## config.mk

```make
export PLATFORM = sky130hd
export DESIGN_NAME = req_level_initiator
export DESIGN_NICKNAME = d
export VERILOG_FILES = /design/src/rtl/req_init_pkg.sv /design/src/rtl/req_cmd_fifo.sv /design/src/rtl/req_level_initiator.sv
export SDC_FILE = /design/constraint.sdc
export NUM_CORES = 1
export LEC_CHECK = 0
export ABC_CLOCK_PERIOD_IN_PS = 2200
export BUFFER_PORTS_ARGS = -buffer_cell sky130_fd_sc_hd__buf_2
export CAP_MARGIN = 15
export CORE_UTILIZATION = 52
export CTS_BUF_LIST = sky130_fd_sc_hd__clkbuf_16
export DETAILED_ROUTE_END_ITERATION = 10
export PLACE_DENSITY = 0.74
export RECOVER_POWER = 50
export SYNTH_ARGS = -nofsm -noshare
export SYNTH_HDL_FRONTEND = slang
export SYNTH_SLANG_ARGS = --single-unit
```

## constraint.sdc

```tcl
create_clock -name clk -period 2.2 [get_ports clk]
set_input_delay 0.22 -clock clk [delete_from_list [all_inputs] [get_ports clk]]
set_output_delay 0.22 -clock clk [all_outputs]
set_load 0.05 [all_outputs]
```

## src/rtl/req_init_pkg.sv

```systemverilog
// Shared types and default constants for the level-request initiator.
//   req_state_e : handshake FSM states (idle, request high, request low)
//   Default*    : default parameter values used by the initiator and its FIFO
//   cnt_width   : width needed for a counter that must reach a given value
package req_init_pkg;

  typedef enum logic [1:0] {
    StIdle  = 2'd0,
    StReqHi = 2'd1,
    StReqLo = 2'd2
  } req_state_e;

  localparam int unsigned DefaultDataW      = 32;
  localparam int unsigned DefaultFifoDepth  = 4;
  localparam int unsigned DefaultTimeoutCyc = 255;

  function automatic int unsigned cnt_width(input int unsigned max_val);
    return (max_val < 2) ? 1 : $clog2(max_val + 1);
  endfunction

endpackage

```

## src/rtl/req_cmd_fifo.sv

```systemverilog
// Synchronous command FIFO, DATA_W x FIFO_DEPTH (FIFO_DEPTH a power of two, >= 2).
//   clk, rst : rising-edge clock, asynchronous active-high reset (flushes the FIFO)
//   push     : write wdata when not full (ignored while full, even with a pop)
//   wdata    : write payload
//   pop      : retire the head entry when not empty
//   rdata    : head entry (first-word fall-through)
//   full     : FIFO_DEPTH entries held
//   empty    : no entries held
//   level    : number of entries held
module req_cmd_fifo
  import req_init_pkg::*;
#(
  parameter int unsigned DATA_W     = DefaultDataW,
  parameter int unsigned FIFO_DEPTH = DefaultFifoDepth
) (
  input  logic                        clk,
  input  logic                        rst,
  input  logic                        push,
  input  logic [DATA_W-1:0]           wdata,
  input  logic                        pop,
  output logic [DATA_W-1:0]           rdata,
  output logic                        full,
  output logic                        empty,
  output logic [$clog2(FIFO_DEPTH):0] level
);

  localparam int unsigned AddrW = $clog2(FIFO_DEPTH);
  localparam int unsigned LvlW  = AddrW + 1;
  localparam logic [LvlW-1:0] LvlFull = LvlW'(FIFO_DEPTH);

  logic [DATA_W-1:0] mem_q [FIFO_DEPTH];
  logic [AddrW-1:0]  wr_ptr_q, wr_ptr_d;
  logic [AddrW-1:0]  rd_ptr_q, rd_ptr_d;
  logic [LvlW-1:0]   level_q, level_d;
  logic              push_en, pop_en;

  assign full    = (level_q == LvlFull);
  assign empty   = (level_q == '0);
  assign level   = level_q;
  assign rdata   = mem_q[rd_ptr_q];
  assign push_en = push && !full;
  assign pop_en  = pop && !empty;

  // Pointers wrap naturally because the depth is a power of two.
  always_comb begin
    wr_ptr_d = wr_ptr_q;
    rd_ptr_d = rd_ptr_q;
    level_d  = level_q;
    if (push_en) begin
      wr_ptr_d = wr_ptr_q + AddrW'(1);
    end
    if (pop_en) begin
      rd_ptr_d = rd_ptr_q + AddrW'(1);
    end
    if (push_en && !pop_en) begin
      level_d = level_q + LvlW'(1);
    end else if (!push_en && pop_en) begin
      level_d = level_q - LvlW'(1);
    end
  end

  always_ff @(posedge clk or posedge rst) begin
    if (rst) begin
      wr_ptr_q <= '0;
      rd_ptr_q <= '0;
      level_q  <= '0;
    end else begin
      wr_ptr_q <= wr_ptr_d;
      rd_ptr_q <= rd_ptr_d;
      level_q  <= level_d;
    end
  end

  // Storage needs no reset: the pointers alone define which entries are valid.
  always_ff @(posedge clk) begin
    if (push_en) begin
      mem_q[wr_ptr_q] <= wdata;
    end
  end

endmodule

```

## src/rtl/req_level_initiator.sv

```systemverilog
// Buffers upstream commands and issues each one to a responder over a 4-phase
// level req/ack handshake, with an optional per-phase timeout.
//   clk, rst    : rising-edge clock, asynchronous active-high reset
//   cmd_valid   : upstream command present
//   cmd_ready   : command buffer can accept (low while full or in reset)
//   cmd_data    : command payload
//   req         : level request to the responder
//   req_data    : payload of the handshake in progress, changes only at pop
//   ack         : responder acknowledge level (synchronised once before use)
//   busy        : handshake in progress or commands buffered
//   done_pulse  : one cycle, handshake completed normally
//   timeout_err : one cycle, a handshake phase exceeded TIMEOUT_CYC cycles
//   fifo_level  : number of buffered commands
module req_level_initiator
  import req_init_pkg::*;
#(
  parameter int unsigned DATA_W      = DefaultDataW,
  parameter int unsigned FIFO_DEPTH  = DefaultFifoDepth,
  parameter int unsigned TIMEOUT_CYC = DefaultTimeoutCyc
) (
  input  logic                        clk,
  input  logic                        rst,
  input  logic                        cmd_valid,
  output logic                        cmd_ready,
  input  logic [DATA_W-1:0]           cmd_data,
  output logic                        req,
  output logic [DATA_W-1:0]           req_data,
  input  logic                        ack,
  output logic                        busy,
  output logic                        done_pulse,
  output logic                        timeout_err,
  output logic [$clog2(FIFO_DEPTH):0] fifo_level
);

  localparam int unsigned CntW      = cnt_width(TIMEOUT_CYC);
  localparam bit          TimeoutEn = (TIMEOUT_CYC != 0);
  // The counter holds cycles already spent in the phase, so the phase expires
  // during the cycle it reads TIMEOUT_CYC-1: exactly TIMEOUT_CYC cycles per phase.
  localparam logic [CntW-1:0] CntLast = TimeoutEn ? CntW'(TIMEOUT_CYC - 1) : '0;

  req_state_e        state_q, state_d;
  logic              ack_q;
  logic [DATA_W-1:0] req_data_q;
  logic              timed_out_q, timed_out_d;
  logic [CntW-1:0]   phase_cnt_q, phase_cnt_d;
  logic              phase_expired;

  logic              fifo_push, fifo_pop;
  logic              fifo_full, fifo_empty;
  logic [DATA_W-1:0] fifo_head;

  // Gate with rst so no command is offered or accepted while in reset.
  assign cmd_ready = !rst && !fifo_full;
  assign fifo_push = cmd_valid && cmd_ready;

  req_cmd_fifo #(
    .DATA_W     (DATA_W),
    .FIFO_DEPTH (FIFO_DEPTH)
  ) u_cmd_fifo (
    .clk   (clk),
    .rst   (rst),
    .push  (fifo_push),
    .wdata (cmd_data),
    .pop   (fifo_pop),
    .rdata (fifo_head),
    .full  (fifo_full),
    .empty (fifo_empty),
    .level (fifo_level)
  );

  assign phase_expired = TimeoutEn && (phase_cnt_q == CntLast);

  always_comb begin
    state_d     = state_q;
    timed_out_d = timed_out_q;
    fifo_pop    = 1'b0;
    done_pulse  = 1'b0;
    timeout_err = 1'b0;
    unique case (state_q)
      StIdle: begin
        // A stale ack from the previous handshake blocks the next request.
        if (!fifo_empty && !ack_q) begin
          fifo_pop    = 1'b1;
          timed_out_d = 1'b0;
          state_d     = StReqHi;
        end
      end
      StReqHi: begin
        if (ack_q) begin
          state_d = StReqLo;
        end else if (phase_expired) begin
          // Command is dropped; the return-to-zero phase still runs so the
          // responder sees a clean 4-phase sequence.
          state_d     = StReqLo;
          timeout_err = 1'b1;
          timed_out_d = 1'b1;
        end
      end
      StReqLo: begin
        if (!ack_q) begin
          state_d    = StIdle;
          done_pulse = !timed_out_q;
        end else if (phase_expired) begin
          state_d     = StIdle;
          // At most one error report per command.
          timeout_err = !timed_out_q;
        end
      end
      default: begin
        state_d = StIdle;
      end
    endcase
  end

  // Cleared on every state entry, counts while a handshake phase is active.
  always_comb begin
    phase_cnt_d = phase_cnt_q;
    if (state_d != state_q) begin
      phase_cnt_d = '0;
    end else if ((state_q != StIdle) && (phase_cnt_q != '1)) begin
      phase_cnt_d = phase_cnt_q + CntW'(1);
    end
  end

  always_ff @(posedge clk or posedge rst) begin
    if (rst) begin
      state_q     <= StIdle;
      ack_q       <= 1'b0;
      req_data_q  <= '0;
      timed_out_q <= 1'b0;
      phase_cnt_q <= '0;
    end else begin
      state_q     <= state_d;
      ack_q       <= ack;
      timed_out_q <= timed_out_d;
      phase_cnt_q <= phase_cnt_d;
      if (fifo_pop) begin
        req_data_q <= fifo_head;
      end
    end
  end

  assign req      = (state_q == StReqHi);
  assign req_data = req_data_q;
  assign busy     = (state_q != StIdle) || (fifo_level != '0);

endmodule

```

==> flow_summary.ini, run 1 <==
[status]
outcome = finished, final reports clean

[route]
detail_route.iter0.violations = 228
dr_top_layer = met4
routed_via_density = 5.49
detail_route.drc_violations = 0
routed_wirelength_um = 12900
wl_met3_um = 710
dr.pass1.iters = 4
wl_per_cell_um = 19.4
route.layer.met1.wl_um = 5490
vias = 3641
postRouteAntennaNets = 0
wl_met2_um = 6540

[global_routing]
grt_first_pass_wirelength_um = 20200
gr-total-overflow = 0
antenna_found_initial = 0
gr-usage-all-layers = 0.196
via_count_of_the_first_global_routing_pass = 3814
grt_start_max_net_pins = 41

[power]
max-vdd-ir-drop_uv = 1010
power_frac_comb = 0.355
switchingPower_mw = 4.33
pwr-share-clk = 0.251
swShare = 0.356
cellPowerDensity_mw_per_mm2 = 1410
power.static_leakage_nw = 3.07
power.share.sequential = 0.394
cell_internal_pwr_mw = 7.83

[floorplan]
top_level_ports = 76
die_ht_um = 119
die-area_mm2 = 0.0142
dieWidth_um = 119
placementRows = 42
floorplan.initialDensity = 0.536
design.core.area_mm2 = 0.0133

[critical_path]
end_kind = output pin
timing.setup.critical_path_class = register to output pin
setup.worst_path.start_class = register
cp.required_ns = 1.98
cp.arrival_ns = 1.89
worst-path-max-fanout = 4

[timing]
min_period_over_period = 0.960
max_clock_freq_mhz = 474
slew_headroom = 0.327
hold-worst-slack_ns = 0.0632
max_slew.worst_pin.slew_ns = 1.01
timing.final.hold_violations = 0
worst_clock_skew_ns = 0.00764
finalWorstPathRequiredPeriod_ns = 2.11
setup_repair_after_global_routing_missed_its_margin = false
report.final.setup_viol = 0
timing.final.max_slew_violations = 0
layout_setup_ws_ns = 0.0883

[clocking]
clock_tree.buffer_depth = 2
htree_num_levels = 4
path_clk_slew_ns = 0.06
cts_root_buffer = sky130_fd_sc_hd__clkbuf_16
numCtsBuffers = 17
tritoncts_clock_tree = done
worst_skew_pair.late_latency_ns = 0.42
cts.sink_count = 179

[final_layout]
fin_util = 0.649
synthToLayoutAreaGrowth_pct = 21.1
design.final.nets = 522
antenna_fix_cells = 0
final_cell_mix = 128 x sky130_fd_sc_hd__edfxtp_1, 50 x sky130_fd_sc_hd__clkbuf_1, 45 x sky130_fd_sc_hd__dfrtp_1, 34 x sky130_fd_sc_hd__mux2_2, 32 x sky130_fd_sc_hd__mux4_2
post_route_cells_drive_above_1_share = 0.337
layout.cells.most_common = sky130_fd_sc_hd__edfxtp_1

[synth]
ys_dominant_reg_cell = sky130_fd_sc_hd__edfxtp_1
syn_nets = 409
synth-seq-area-share = 0.719
synth.largest_area_cell = sky130_fd_sc_hd__edfxtp_1
yosysWarningCount = 0
netlist_instances = 361
mappedNetlistArea_mm2 = 0.00712
ys_seq_elements = 179
post_synth_edffs = 128
synth.top_cells.by_area = sky130_fd_sc_hd__edfxtp_1 54%, sky130_fd_sc_hd__dfrtp_1 18%, sky130_fd_sc_hd__mux4_2 10%
synth_cell_types = 47
synth.avg_cell_area_um2 = 19.7
synth.top_cell.area_share = 0.540
synthArstFlopShare = 0.285

[placed_design]
pre_cts_slack_ns = 0.0983
gp_congestion = 0.901
detailed_place_hpwl_um = 7650
place.port_buffers = 75

[run]
number_of_max_cap_violations = 0

[hold_path]
holdCritPathClass = input port to register
## per-stage QoR
stage	cells	setup TNS [ns]	instance area [µm²]	total power, mW
6_report	663	0	8630	12.2
3_3_place_gp	608	0	7870	9.11
2_1_floorplan	361	-0.217	7190	8.13
3_5_place_dp	608	0	7870	9.24
4_1_cts	660	0	8670	12.3
5_1_grt	663	0	8630	12.7
## worst paths after layout
kind | startpoint | to | slack, ns | cells after the start
worst min register to register | req_data[19]$_DFFE_PP0N_ | req_data[19]$_DFFE_PP0N_ | 0.50 | 1
min in group asynchronous | rst | u_cmd_fifo.level[1]$_DFFE_PP0P_ | 0.42 | 3
worst max register to register | state_q[0]$_DFF_PP0_ | u_cmd_fifo.level[1]$_DFFE_PP0P_ | 0.11 | 8
max in group asynchronous | rst | u_cmd_fifo.rd_ptr_q[0]$_DFFE_PP0P_ | 0.34 | 4
worst max-delay path | phase_cnt_q[0]$_DFFE_PP0P_ | timeout_err | 0.09 | 6
worst min-delay path | cmd_data[14] | u_cmd_fifo.mem_q[2][14]$_DFFE_PP_ | 0.06 | 1
## timing repair
| item | 4_1_cts | 5_1_grt |
|---|---|---|
| endpoints found under the hold margin | 76 | 8 |
| buffers inserted | 0 | 1 |
| hold buffers | 20 | 2 |
| setup endpoints to repair | 0 | 3 |
| resized for setup | 0 | 4 |
## flip-flops by register name (all words and copies together), names as in the netlist
signal / flops
ack_q: 1
phase_cnt_q: 8
req_data: 32
state_q: 2
timed_out_q: 1
u_cmd_fifo.level: 3
u_cmd_fifo.mem_q: 128
u_cmd_fifo.rd_ptr_q: 2
u_cmd_fifo.wr_ptr_q: 2
## power by group through the flow
stage                     Sequential, mW  Clock [mW]  Combinational [mW]
after floorplan                     5.87           0                2.26
after global placement              4.83           0                4.28
after detailed placement            4.86           0                4.38
after CTS                           4.80        3.11                4.42
after global routing                4.88        3.25                4.61
final                               4.79        3.05                4.32
## routing by layer
| metal | vias to the layer above | global-route usage |
|---|---|---|
| li1 | 1658 | - |
| met1 | 1872 | 0.241 |
| met2 | 98 | 0.327 |
| met3 | 13 | 0.0675 |
| met4 | 0 | 0.0641 |
| met5 | - | 0 |
## cell usage after synthesis, drive strengths merged, types with 2 or more instances
| master | instances |
|---|---|
| a211oi | 4 |
| a21oi | 2 |
| a31o | 2 |
| and2 | 3 |
| and3 | 8 |
| buf | 10 |
| clkbuf | 4 |
| dfrtp | 51 |
| edfxtp | 128 |
| ha | 11 |
| inv | 12 |
| mux2 | 34 |
| mux4 | 32 |
| nand2 | 7 |
| nand2b | 2 |
| nand3 | 2 |
| nand4 | 4 |
| nor2 | 3 |
| nor2b | 2 |
| nor3 | 6 |
| nor3b | 3 |
| nor4b | 3 |
| o211ai | 2 |
| o21ai | 4 |
| xnor2 | 5 |
| xor2 | 6 |
## kinds of logic (layout without fill, tap and decap cells)
logic type / Yosys count / after routing / share of synthesized area
adders and majority gates: 12 / 12 / 0.0221
DFF: 179 / 179 / 0.719
xor gates and xnor gates: 11 / 11 / 0.0135
buffers and inverters: 26 / 152 / 0.0199
and+or+nand+nor: 47 / 47 / 0.0476
AOI/OAI and AO/OA: 20 / 20 / 0.0230
muxes: 66 / 66 / 0.155
## layout make-up
| class | count | area (µm²) |
|---|---|---|
| Sequential cell | 179 | 5130 |
| Clock inverter | 15 | 179 |
| Inverter | 12 | 45.0 |
| Clock buffer | 17 | 425 |
| Fill cell | 924 | 4670 |
| Multi-Input combinational cell | 156 | 1930 |
| Timing Repair Buffer | 108 | 703 |
| Tap cell | 176 | 220 |
## worst max-delay path, cell delays in order (launching register included)
cell and delay [ns]:
sky130_fd_sc_hd__dfrtp_1 0.40, sky130_fd_sc_hd__inv_1 0.06, sky130_fd_sc_hd__ha_1 0.19, sky130_fd_sc_hd__and3_1 0.23, sky130_fd_sc_hd__and2_2 0.22, sky130_fd_sc_hd__and3_1 0.16, sky130_fd_sc_hd__clkbuf_4 0.21
No activity file was read; power rests on OpenSTA's default activity.
==> inputs of run 2 (changes only) <==
--- a/config.mk
+++ b/config.mk
@@ -13,6 +13,7 @@
 export DETAILED_ROUTE_END_ITERATION = 10
 export PLACE_DENSITY = 0.74
 export RECOVER_POWER = 50
+export SETUP_SLACK_MARGIN = 0.5
 export SYNTH_ARGS = -nofsm -noshare
 export SYNTH_HDL_FRONTEND = slang
 export SYNTH_SLANG_ARGS = --single-unit
==> flow_summary.ini, run 2 (same netlist as run 1, synthesis figures left out) <==
[status]
outcome = finished, final reports clean

[floorplan]
top_level_ports = 76
floorplan.initialDensity = 0.536
dieWidth_um = 119
die-area_mm2 = 0.0142
placementRows = 42
design.core.area_mm2 = 0.0133
die_ht_um = 119

[timing]
worst_clock_skew_ns = 0.00869
timing.final.max_slew_violations = 0
slew_headroom = 0.256
setup_repair_after_global_routing_missed_its_margin = true
timing.final.hold_violations = 0
layout_setup_ws_ns = 0.208
max_slew.worst_pin.slew_ns = 1.11
hold-worst-slack_ns = 0.0661
report.final.setup_viol = 0
finalWorstPathRequiredPeriod_ns = 1.99
max_clock_freq_mhz = 502
min_period_over_period = 0.905

[power]
power.static_leakage_nw = 3.12
power.share.sequential = 0.385
pwr-share-clk = 0.238
power_mw = 12.4
switchingPower_mw = 4.39
swShare = 0.354
cell_internal_pwr_mw = 8.01
power_frac_comb = 0.377
cellPowerDensity_mw_per_mm2 = 1420
max-vdd-ir-drop_uv = 953

[clocking]
worst_skew_pair.late_latency_ns = 0.42
tritoncts_clock_tree = done
cts.sink_count = 179
htree_num_levels = 4
cts_root_buffer = sky130_fd_sc_hd__clkbuf_16
clock_tree.buffer_depth = 2
numCtsBuffers = 17
path_clk_slew_ns = 0.07

[final_layout]
registers.top_by_ff_count = u_cmd_fifo.mem_q
antenna_fix_cells = 0
post_route_cells_drive_above_1_share = 0.374
largest_register_ffs = 128
fin_util = 0.658
design.final.nets = 529
layout.cells.most_common = sky130_fd_sc_hd__edfxtp_1
final_cell_mix = 128 x sky130_fd_sc_hd__edfxtp_1, 51 x sky130_fd_sc_hd__clkbuf_1, 46 x sky130_fd_sc_hd__dfrtp_1, 32 x sky130_fd_sc_hd__mux4_2, 31 x sky130_fd_sc_hd__mux2_2
synthToLayoutAreaGrowth_pct = 22.8

[critical_path]
end_kind = register
cp.arrival_ns = 2.30
worst-path-max-fanout = 3
cp.required_ns = 2.51
timing.setup.critical_path_class = register to register
setup.worst_path.start_class = register

[placed_design]
detailed_place_hpwl_um = 7400
gp_congestion = 0.848
pre_cts_slack_ns = 0.139
place.port_buffers = 75

[route]
vias = 3690
detail_route.drc_violations = 0
dr.pass1.iters = 4
routed_wirelength_um = 13400
routed_via_density = 5.51
detail_route.iter0.violations = 242
wl_per_cell_um = 20.0
postRouteAntennaNets = 0

[global_routing]
via_count_of_the_first_global_routing_pass = 3932
antenna_found_initial = 0
grt_start_max_net_pins = 34
gr-total-overflow = 0
grt_first_pass_wirelength_um = 20800
gr-usage-all-layers = 0.200

[hold_path]
holdCritPathClass = input port to register

[run]
number_of_max_cap_violations = 0
-- run 2: changes by cell type in the layout (fill, tap and decap cells not counted), sizes merged --
cell / previous run / this run
buf: 35 / 51
inv: 17 / 15
clkinvlp: 1 / 2
dlygate4sd3: 22 / 12
clkbuf: 68 / 69
clkinv: 6 / 7
-- run 2: critical path, cell delays in order, from the launching register on --
cell,delay (ns)
sky130_fd_sc_hd__dfrtp_1,0.41
sky130_fd_sc_hd__inv_2,0.12
sky130_fd_sc_hd__ha_4,0.15
sky130_fd_sc_hd__nor3b_4,0.26
sky130_fd_sc_hd__inv_6,0.05
sky130_fd_sc_hd__ha_4,0.16
sky130_fd_sc_hd__inv_2,0.04
sky130_fd_sc_hd__fa_2,0.41
sky130_fd_sc_hd__mux2_2,0.26
-- run 2: layer usage --
metal / share of wire / track usage / vias up
met1: 0.42 / 0.253 / 1915
met2: 0.52 / 0.333 / 90
met4: 0.013 / 0.0767 / 0
met5: 0 / 0 / -
li1: - / - / 1668
met3: 0.048 / 0.0508 / 17
-- run 2: power by group through the flow --
| stage | combinational, mW | sequential (mW) | clock [mW] |
|---|---|---|---|
| finish | 4.68 | 4.77 | 2.95 |
| global route | 4.97 | 4.84 | 3.12 |
| CTS | 4.67 | 4.78 | 2.98 |
| detailed placement | 4.40 | 4.86 | 0 |
| global placement | 4.32 | 4.85 | 0 |
| floorplan | 2.32 | 5.88 | 0 |
-- run 2: per-stage QoR --
stage,std cells,cell area [µm²],setup TNS (ns)
6_report,670,8750,0
5_1_grt,670,8750,0
4_1_cts,666,8750,0
3_5_place_dp,609,7900,0
3_3_place_gp,609,7900,0
2_1_floorplan,361,7230,-0.212
-- run 2: final timing paths --
kind / depth (start not counted) / endpoint / slack [ns] / start
max: 8 / u_cmd_fifo.level[1]$_DFFE_PP0P_ / 0.21 / state_q[1]$_DFF_PP0_
min: 1 / u_cmd_fifo.mem_q[2][5]$_DFFE_PP_ / 0.07 / cmd_data[5]
max reg2reg: 8 / u_cmd_fifo.level[1]$_DFFE_PP0P_ / 0.21 / state_q[1]$_DFF_PP0_
min reg2reg: 1 / req_data[17]$_DFFE_PP0N_ / 0.51 / req_data[17]$_DFFE_PP0N_
max in group asynchronous: 3 / u_cmd_fifo.rd_ptr_q[0]$_DFFE_PP0P_ / 0.78 / rst
min in group asynchronous: 3 / u_cmd_fifo.level[0]$_DFFE_PP0P_ / 0.68 / rst
-- run 2: timing repair --
action | 4_1_cts | 5_1_grt
setup buffers | 13 | 3
resized for setup | 19 | 7
endpoints found under the hold margin | 64 | 0
hold buffers | 12 | 0
endpoints found under the setup margin | 46 | 47
pin swaps | 9 | 2
gates cloned | 0 | 1
-- run 2: layout make-up --
class | instances | area [µm²]
Clock buffer | 17 | 425
Clock inverter | 15 | 148
Fill cell | 885 | 4550
Inverter | 12 | 50.0
Multi-Input combinational cell | 156 | 1990
Sequential cell | 179 | 5130
Tap cell | 176 | 220
Timing Repair Buffer | 115 | 788
